**src/rtl/pipe_mem_arbiter.sv**
```systemverilog
// pipe_mem_arbiter: shares one single-port memory between the fetch stage (IF)
// and the memory stage (DM). Each access runs IDLE -> ACCESS -> WAIT -> RESP with
// a fixed memory latency. Read data and ready pulses are registered. A
// combinational stall line freezes the pipeline while a request is outstanding.
module pipe_mem_arbiter #(
  parameter int ADDR_W        = 32,
  parameter int DATA_W        = 32,
  parameter int MEM_LAT       = 1,   // 1..15
  parameter int MAX_DM_STREAK = 2    // 1..7
) (
  input  logic                clk,
  input  logic                rst,        // asynchronous, active low
  input  logic                if_req,
  input  logic [ADDR_W-1:0]   if_addr,
  output logic [DATA_W-1:0]   if_rdata,
  output logic                if_ready,
  input  logic                dm_req,
  input  logic                dm_we,
  input  logic [ADDR_W-1:0]   dm_addr,
  input  logic [DATA_W-1:0]   dm_wdata,
  input  logic [DATA_W/8-1:0] dm_be,
  output logic [DATA_W-1:0]   dm_rdata,
  output logic                dm_ready,
  output logic                mem_en,
  output logic                mem_we,
  output logic [ADDR_W-1:0]   mem_addr,
  output logic [DATA_W-1:0]   mem_wdata,
  output logic [DATA_W/8-1:0] mem_be,
  input  logic [DATA_W-1:0]   mem_rdata,
  output logic                stall
);

  localparam int BE_W     = DATA_W / 8;
  localparam int LAT_W    = 4;   // holds MEM_LAT up to 15
  localparam int STREAK_W = 3;   // holds MAX_DM_STREAK up to 7

  localparam logic [1:0] S_IDLE   = 2'd0;
  localparam logic [1:0] S_ACCESS = 2'd1;
  localparam logic [1:0] S_WAIT   = 2'd2;
  localparam logic [1:0] S_RESP   = 2'd3;

  localparam logic [LAT_W-1:0]    LAT_LOAD   = LAT_W'(MEM_LAT);
  localparam logic [STREAK_W-1:0] STREAK_MAX = STREAK_W'(MAX_DM_STREAK);

  logic [1:0]          state;
  logic                owner_dm;    // 1 = current access belongs to DM
  logic [ADDR_W-1:0]   lat_addr;
  logic                lat_we;
  logic [DATA_W-1:0]   lat_wdata;
  logic [BE_W-1:0]     lat_be;
  logic [LAT_W-1:0]    lat_cnt;
  logic [STREAK_W-1:0] streak;

  // DM is older in program order and normally wins. A fetch that has lost
  // MAX_DM_STREAK grants in a row is let through so it cannot starve.
  logic grant_dm;
  logic last_wait;

  assign grant_dm  = dm_req & (~if_req | (streak != STREAK_MAX));
  assign last_wait = (state == S_WAIT) && (lat_cnt == LAT_W'(1));

  // Sequence control: state, owner, latency counter and starvation streak.
  // NOTE: all sequential state uses <= so every flop samples pre-edge values;
  // blocking assignments here would let one register see another's new value.
  always_ff @(posedge clk or negedge rst) begin
    if (!rst) begin
      state    <= S_IDLE;
      owner_dm <= 1'b0;
      lat_cnt  <= '0;
      streak   <= '0;
    end else begin
      case (state)
        S_IDLE: begin
          if (if_req || dm_req) begin
            owner_dm <= grant_dm;
            state    <= S_ACCESS;
            if (grant_dm && if_req)
              streak <= (streak == STREAK_MAX) ? streak : streak + 1'b1;
            else
              streak <= '0;
          end
        end
        S_ACCESS: begin
          lat_cnt <= LAT_LOAD;
          state   <= S_WAIT;
        end
        S_WAIT: begin
          lat_cnt <= lat_cnt - 1'b1;
          if (last_wait) state <= S_RESP;
        end
        default: state <= S_IDLE;   // RESP: requests are not re-sampled here
      endcase
    end
  end

  // Capture the winning request's address, direction and payload at grant.
  always_ff @(posedge clk or negedge rst) begin
    if (!rst) begin
      lat_addr  <= '0;
      lat_we    <= 1'b0;
      lat_wdata <= '0;
      lat_be    <= '0;
    end else if (state == S_IDLE && (if_req || dm_req)) begin
      if (grant_dm) begin
        lat_addr  <= dm_addr;
        lat_we    <= dm_we;
        lat_wdata <= dm_wdata;
        lat_be    <= dm_be;
      end else begin
        lat_addr  <= if_addr;
        lat_we    <= 1'b0;
        lat_wdata <= '0;
        lat_be    <= '1;          // fetches always read the full word
      end
    end
  end

  // Sample read data on the last WAIT cycle and raise the owner's ready for
  // exactly the RESP cycle. Writes pulse ready but leave rdata untouched.
  always_ff @(posedge clk or negedge rst) begin
    if (!rst) begin
      if_rdata <= '0;
      dm_rdata <= '0;
      if_ready <= 1'b0;
      dm_ready <= 1'b0;
    end else begin
      if_ready <= last_wait & ~owner_dm;
      dm_ready <= last_wait &  owner_dm;
      if (last_wait && !lat_we) begin
        if (owner_dm) dm_rdata <= mem_rdata;
        else          if_rdata <= mem_rdata;
      end
    end
  end

  // Memory side: only mem_en qualifies the bus, which holds its last value.
  assign mem_en    = (state == S_ACCESS);
  assign mem_we    = mem_en & lat_we;
  assign mem_addr  = lat_addr;
  assign mem_wdata = lat_wdata;
  assign mem_be    = lat_be;

  assign stall = (if_req & ~if_ready) | (dm_req & ~dm_ready);

endmodule
```
**config.mk**
```make
export PLATFORM = sky130hd
export DESIGN_NAME = pipe_mem_arbiter
export DESIGN_NICKNAME = d
export VERILOG_FILES = /design/src/rtl/pipe_mem_arbiter.sv
export SDC_FILE = /design/constraint.sdc
export NUM_CORES = 1
export LEC_CHECK = 0
export BUFFER_PORTS_ARGS = -buffer_cell sky130_fd_sc_hd__buf_4
export CAP_MARGIN = 20
export CORE_ASPECT_RATIO = 0.75
export CORE_MARGIN = 2
export CORE_UTILIZATION = 40
export CTS_BUF_LIST = sky130_fd_sc_hd__clkbuf_4
export CTS_CLUSTER_DIAMETER = 120
export DETAILED_ROUTE_END_ITERATION = 12
export PLACE_DENSITY = 0.74
export SYNTH_ARGS = -nofsm -noshare
export SYNTH_HDL_FRONTEND = slang
export SYNTH_SLANG_ARGS = --single-unit
export TNS_END_PERCENT = 100
```
**constraint.sdc**
```tcl
create_clock -name clk -period 2.7 [get_ports clk]
set_clock_uncertainty 0.1 [all_clocks]
set_input_delay 0.135 -clock clk [delete_from_list [all_inputs] [get_ports clk]]
set_output_delay 0.135 -clock clk [all_outputs]
set_load 0.1 [all_outputs]
```
After elaboration in Yosys (flattened, before gate mapping)
Index checks and enable logic that the tools add are counted.
{ "classes": {"n_addsub": 2, "n_mul": 0, "div_mod_pow": 0, "n_lt_le_gt_ge": 0, "n_eq_ne": 8, "shifts": 0, "muxes": 10, "bitwise": 12, "n_reduce_logical": 13} }
{ "op_table": {"columns": ["cell", "count"], "rows": [
  ["$mux 32", 2],
  ["$pmux 4 s2", 1],
  ["$reduce_and 2->1", 4],
  ["$and 1x1->1", 6],
  ["$mux 3", 2],
  ["$ne 2x2->1 const B", 3],
  ["$pmux 2 s3", 1],
  ["$eq 4x1->1 const B", 1],
  ["$logic_and 1x1->1", 4],
  ["$mux 2", 2],
  ["$mux 4", 1],
  ["$not 1->1", 4],
  ["$sub 4x1->4 const B", 1],
  ["$add 3x1->3 const B", 1],
  ["$eq 3x2->1 const B", 1],
  ["$ne 3x2->1 const B", 1],
  ["$reduce_and 3->1", 1],
  ["$eq 2x1->1 const B", 1],
  ["$eq 2x2->1 const B", 1],
  ["$logic_not 2->1", 1],
  ["$or 1x1->1", 2],
  ["$reduce_bool 2->1", 1],
  ["$logic_not 1->1", 1],
  ["$logic_or 1x1->1", 1],
  ["$mux 1", 1]
]} }
{ "word_totals": {"reg_bits": 145, "latchBits": 0, "mem_bits_rw": 0, "rom_bits": 0, "in_bits": 137, "out_inout_bits": 137, "n_memories": 0} }

Longest topological paths before layout
{ "depth": {"word_depth": 6, "mapped_depth": 8, "ltp_nobuf": 5} }

Worst setup path after synthesis
OpenSTA, ideal clock, no wires.
{ "synth_path": {"kind": "flip-flop to output port", "startpoint": "register dm_ready", "endpoint": "output stall", "arrival_ns": 2.368, "setup_slack_ns": 0.097, "path_stages_with_launch": 2, "path_buffers": 0, "path_cell_list": "dfrtp_1 o22ai_1"} }
{ "synth_between": {"elab_chain_len": 3} }
{ "synth_lines": {"columns": ["element", "line_no", "text"], "rows": [
  ["start, declared", "23", "output logic dm_ready,"],
  ["start signal, assigned", "128", "dm_ready <= last_wait & owner_dm;"],
  ["$not 1->1", "143", "assign stall = (if_req & ~if_ready) | (dm_req & ~dm_ready);"],
  ["$and 1x1->1", "143", null],
  ["$or 1x1->1", "143", null],
  ["end, declared", "30", "output logic stall"]
]} }
No other way between the ends.

Final worst setup path
{ "layout_path": {"startpoint": "register streak[0]", "endpoint": "register lat_addr[3], in the netlist mem_addr[3]"} }
{ "layout_between": {"elab_chain_len": 4} }
{ "layout_lines": {"columns": ["element", "line_no", "text"], "rows": [
  ["start, declared", "52", "logic [STREAK_W-1:0] streak;"],
  ["start signal, assigned", "78", "streak <= (streak == STREAK_MAX) ? streak : streak + 1'b1;"],
  ["$ne 3x2->1", "59", "assign grant_dm = dm_req & (~if_req | (streak != STREAK_MAX));"],
  ["$or 1x1->1", "59", null],
  ["$and 1x1->1", "59", null],
  ["$mux 32", "104", "if (grant_dm) begin"],
  ["end signal, assigned", "105", "lat_addr <= dm_addr;"],
  ["end signal, assigned", "110", "lat_addr <= if_addr;"],
  ["end, declared", "47", "logic [ADDR_W-1:0] lat_addr;"]
]} }
No other way between the ends.
A chain may end at the register's enable or synchronous reset.

==> flow_metrics.tcl <==
set metrics [dict create \
    tns_ns 0 \
    track_usage 0.2377 \
    synth-compound-area-share 0.1108 \
    io_pins 274 \
    grt-ovfl-total 0 \
    cts_tree "built" \
    critPathMaxFanout 34 \
    synth_nets 612 \
    top_signal_layer_used "met4" \
    nets 1016 \
    dp_hpwl_um 11920 \
    first_pass_iters 5 \
    end_kind "flip-flop" \
    crit_chain "inv_1 > ha_1 > nand3b_1 > buf_4 > nand4_1 > dlygate4sd3_1 > o211ai_1" \
    ys_seq_area_frac 0.6108 \
    synth_top_family_by_area "multiplexers" \
    cts_buffer_depth 2 \
    yosys.area.top_type "dfrtp_1" \
    cp_num_buf_inv 3 \
    vias 5565 \
    r2r_cells 7 \
    netlist.area_leader.share 0.6108 \
    drive_above_1_share 0.4203 \
    area_growth_pct 66.18 \
    met2_length_um 9847 \
    final_cell_mix "buf_4, dfrtp_1, dlygate4sd3_1" \
    drt_iter0_markers 324 \
    async_reset_ff_frac 1.000 \
    postLayoutCoreUtil 0.6808 \
    mostFrequentLayoutCell "buf_4" \
    avgRoutedWirePerCell_um 17.83 \
    finalHoldViolCount 0 \
    slew_violations 0 \
    max_freq_mhz 456.6 \
    hold-worst-slack_ns 0.06940 \
    post_cts_resized 0 \
    totalWireLength_um 19380 \
    r2r_end "mem_addr[3]$_DFFE_PN0P_" \
    yosys.area_share.simple 0.09983 \
    drc 0 \
    cp_slowest_stage_delay_ns 0.58 \
    finalSetupViolCount 0 \
    grt_setup_unrepaired "no" \
    r2r_setup_slack_ns 0.51 \
    run_status "finished clean" \
    syn_area_um2 5941 \
    coreArea_um2 14500 \
    syn_inst 468 \
    dieArea_um2 15850 \
    die_h_um 109.5 \
    post-cts-setup-buffers 0 \
    synthMuxAreaShare 0.1255 \
    wl_met1_um 7320 \
    synth_top_cells_by_area "dfrtp_1, mux2_2, a22o_1, nand2_1, o211ai_1" \
    hold_path_class "primary input to async pin" \
    startpoint_type "flip-flop" \
    syn_area_per_cell_um2 12.69 \
    synth-adder-area-share 0.01474 \
    netlist-cell-type-count 36 \
    worstSkewPairLatency_ns 0.53 \
    endpoint "mem_addr[3]$_DFFE_PN0P_" \
    synth_edf_count 0 \
    antenna_found_initial 1 \
    gp_congestion 0.8322 \
    postRouteAntennaNets 0 \
    synth_flop_cell "dfrtp_1" \
    drv_cap 0 \
    slowest_stage "dlygate4sd3_1" \
    rows 38 \
    grt_pass1_wl_um 28810 \
    crit_required_ns 3.04 \
    clk_pin_slew_worst_paths_ns 0.12 \
    clock_sink_count 145 \
    cts_max_level 4 \
    crit_type "flip-flop to flip-flop" \
    crit_start "streak[0]$_DFFE_PN0P_" \
    path_depth 7 \
    cts_root_buf "clkbuf_4" \
    yosysWarningCount 0 \
    wl_met3_um 1745 \
    period_minus_slack_ns 2.190 \
    cts_buffers 17 \
    hold_buffers 138 \
    grt_max_degree 70 \
    synthXorXnorAreaFrac 0 \
    via_per_inst 5.120 \
    max_slew_margin 0.3016 \
    period_share 0.8112 \
    worstMarginPinSlew_ns 1.044 \
    crit_arrival_ns 2.53 \
    start_util 0.4097 \
    first_global_vias 5865 \
    reg2reg_from "streak[0]$_DFFE_PN0P_" \
    synth_seq_cells 145 \
    numPortBuffers 273 \
    worst_slack_ns 0.5098 \
    dp_slack_ns 0.4719 \
    cp_top_family "buffers and inverters" \
    die_w_um 144.7 \
]
==> routing by layer <==
metal / vias to the layer above / GRT usage
met3: 53 / 0.07970
li1: 2507 / -
met1: 2696 / 0.2749
met4: 0 / 0.09431
met2: 309 / 0.4106
met5: - / 0
==> synthesized netlist by cell type, types with 2 or more instances <==
cell and n:
a22o_1 34, and2_1 2, and3_1 2, buf_2 5, buf_6 6, clkbuf_1 25
dfrtp_1 145, ha_1 7, inv_1 8, mux2_1 12, mux2_2 52, nand2_1 70
nand3_1 2, nand3b_1 2, nand4_1 32, nor2_1 3, nor2b_1 3, o211ai_1 32
o21ai_0 3, o22a_1 5, o31ai_1 3
==> flip-flops by register name, summed over array words and instances (netlist names) <==
name / count
if_rdata: 32
dm_rdata: 32
mem_wdata: 32
mem_addr: 32
owner_dm: 1
lat_cnt: 4
mem_be: 4
dm_ready: 1
if_ready: 1
lat_we: 1
state: 2
streak: 3
==> area by class of cell <==
cell class,instances,area [µm²]
clock buffer,17,127.6
tap,200,250.2
multi-input combinational,277,2096
antenna,2,5.005
fill,967,4629
timing repair buffer,423,3567
sequential,145,3628
clock inverter,15,167.7
inverter,8,30.03
==> cells by family (layout without fill, tap and decap cells) <==
kind of cell / Yosys count / in the layout
adders and majority gates: 7 / 7
DFF: 145 / 145
and+or+nand+nor: 121 / 121
muxes: 66 / 66
buffers and inverters: 46 / 463
AOI/OAI and AO/OA: 83 / 83
other: 0 / 2
==> worst min-delay path by stage <==
| stage | depth (start not counted) | startpoint | slack (ns) | to |
|---|---|---|---|---|
| finish | 2 | rst | 0.07 | mem_wdata[24]$_DFFE_PN0P_ |
| global route | 2 | rst | 0.05 | mem_wdata[12]$_DFFE_PN0P_ |
| CTS | 2 | rst | 0.04 | mem_wdata[28]$_DFFE_PN0P_ |
| detailed placement | 1 | rst | 0.09 | mem_wdata[28]$_DFFE_PN0P_ |
| global placement | 1 | rst | 0.07 | mem_wdata[21]$_DFFE_PN0P_ |
| floorplan | 0 | rst | -0.26 | dm_rdata[0]$_DFFE_PN0P_ |
==> metrics by stage <==
step	instances	instance area, µm²
final	1087	9872
after global routing	1086	9869
after CTS	1084	9842
after detailed placement	914	8165
after global placement	914	8165
after floorplan	468	5941
Power is left out: the tool's default activity adds up to more than one toggle a clock period on the data nets, which glitch-free logic cannot reach.
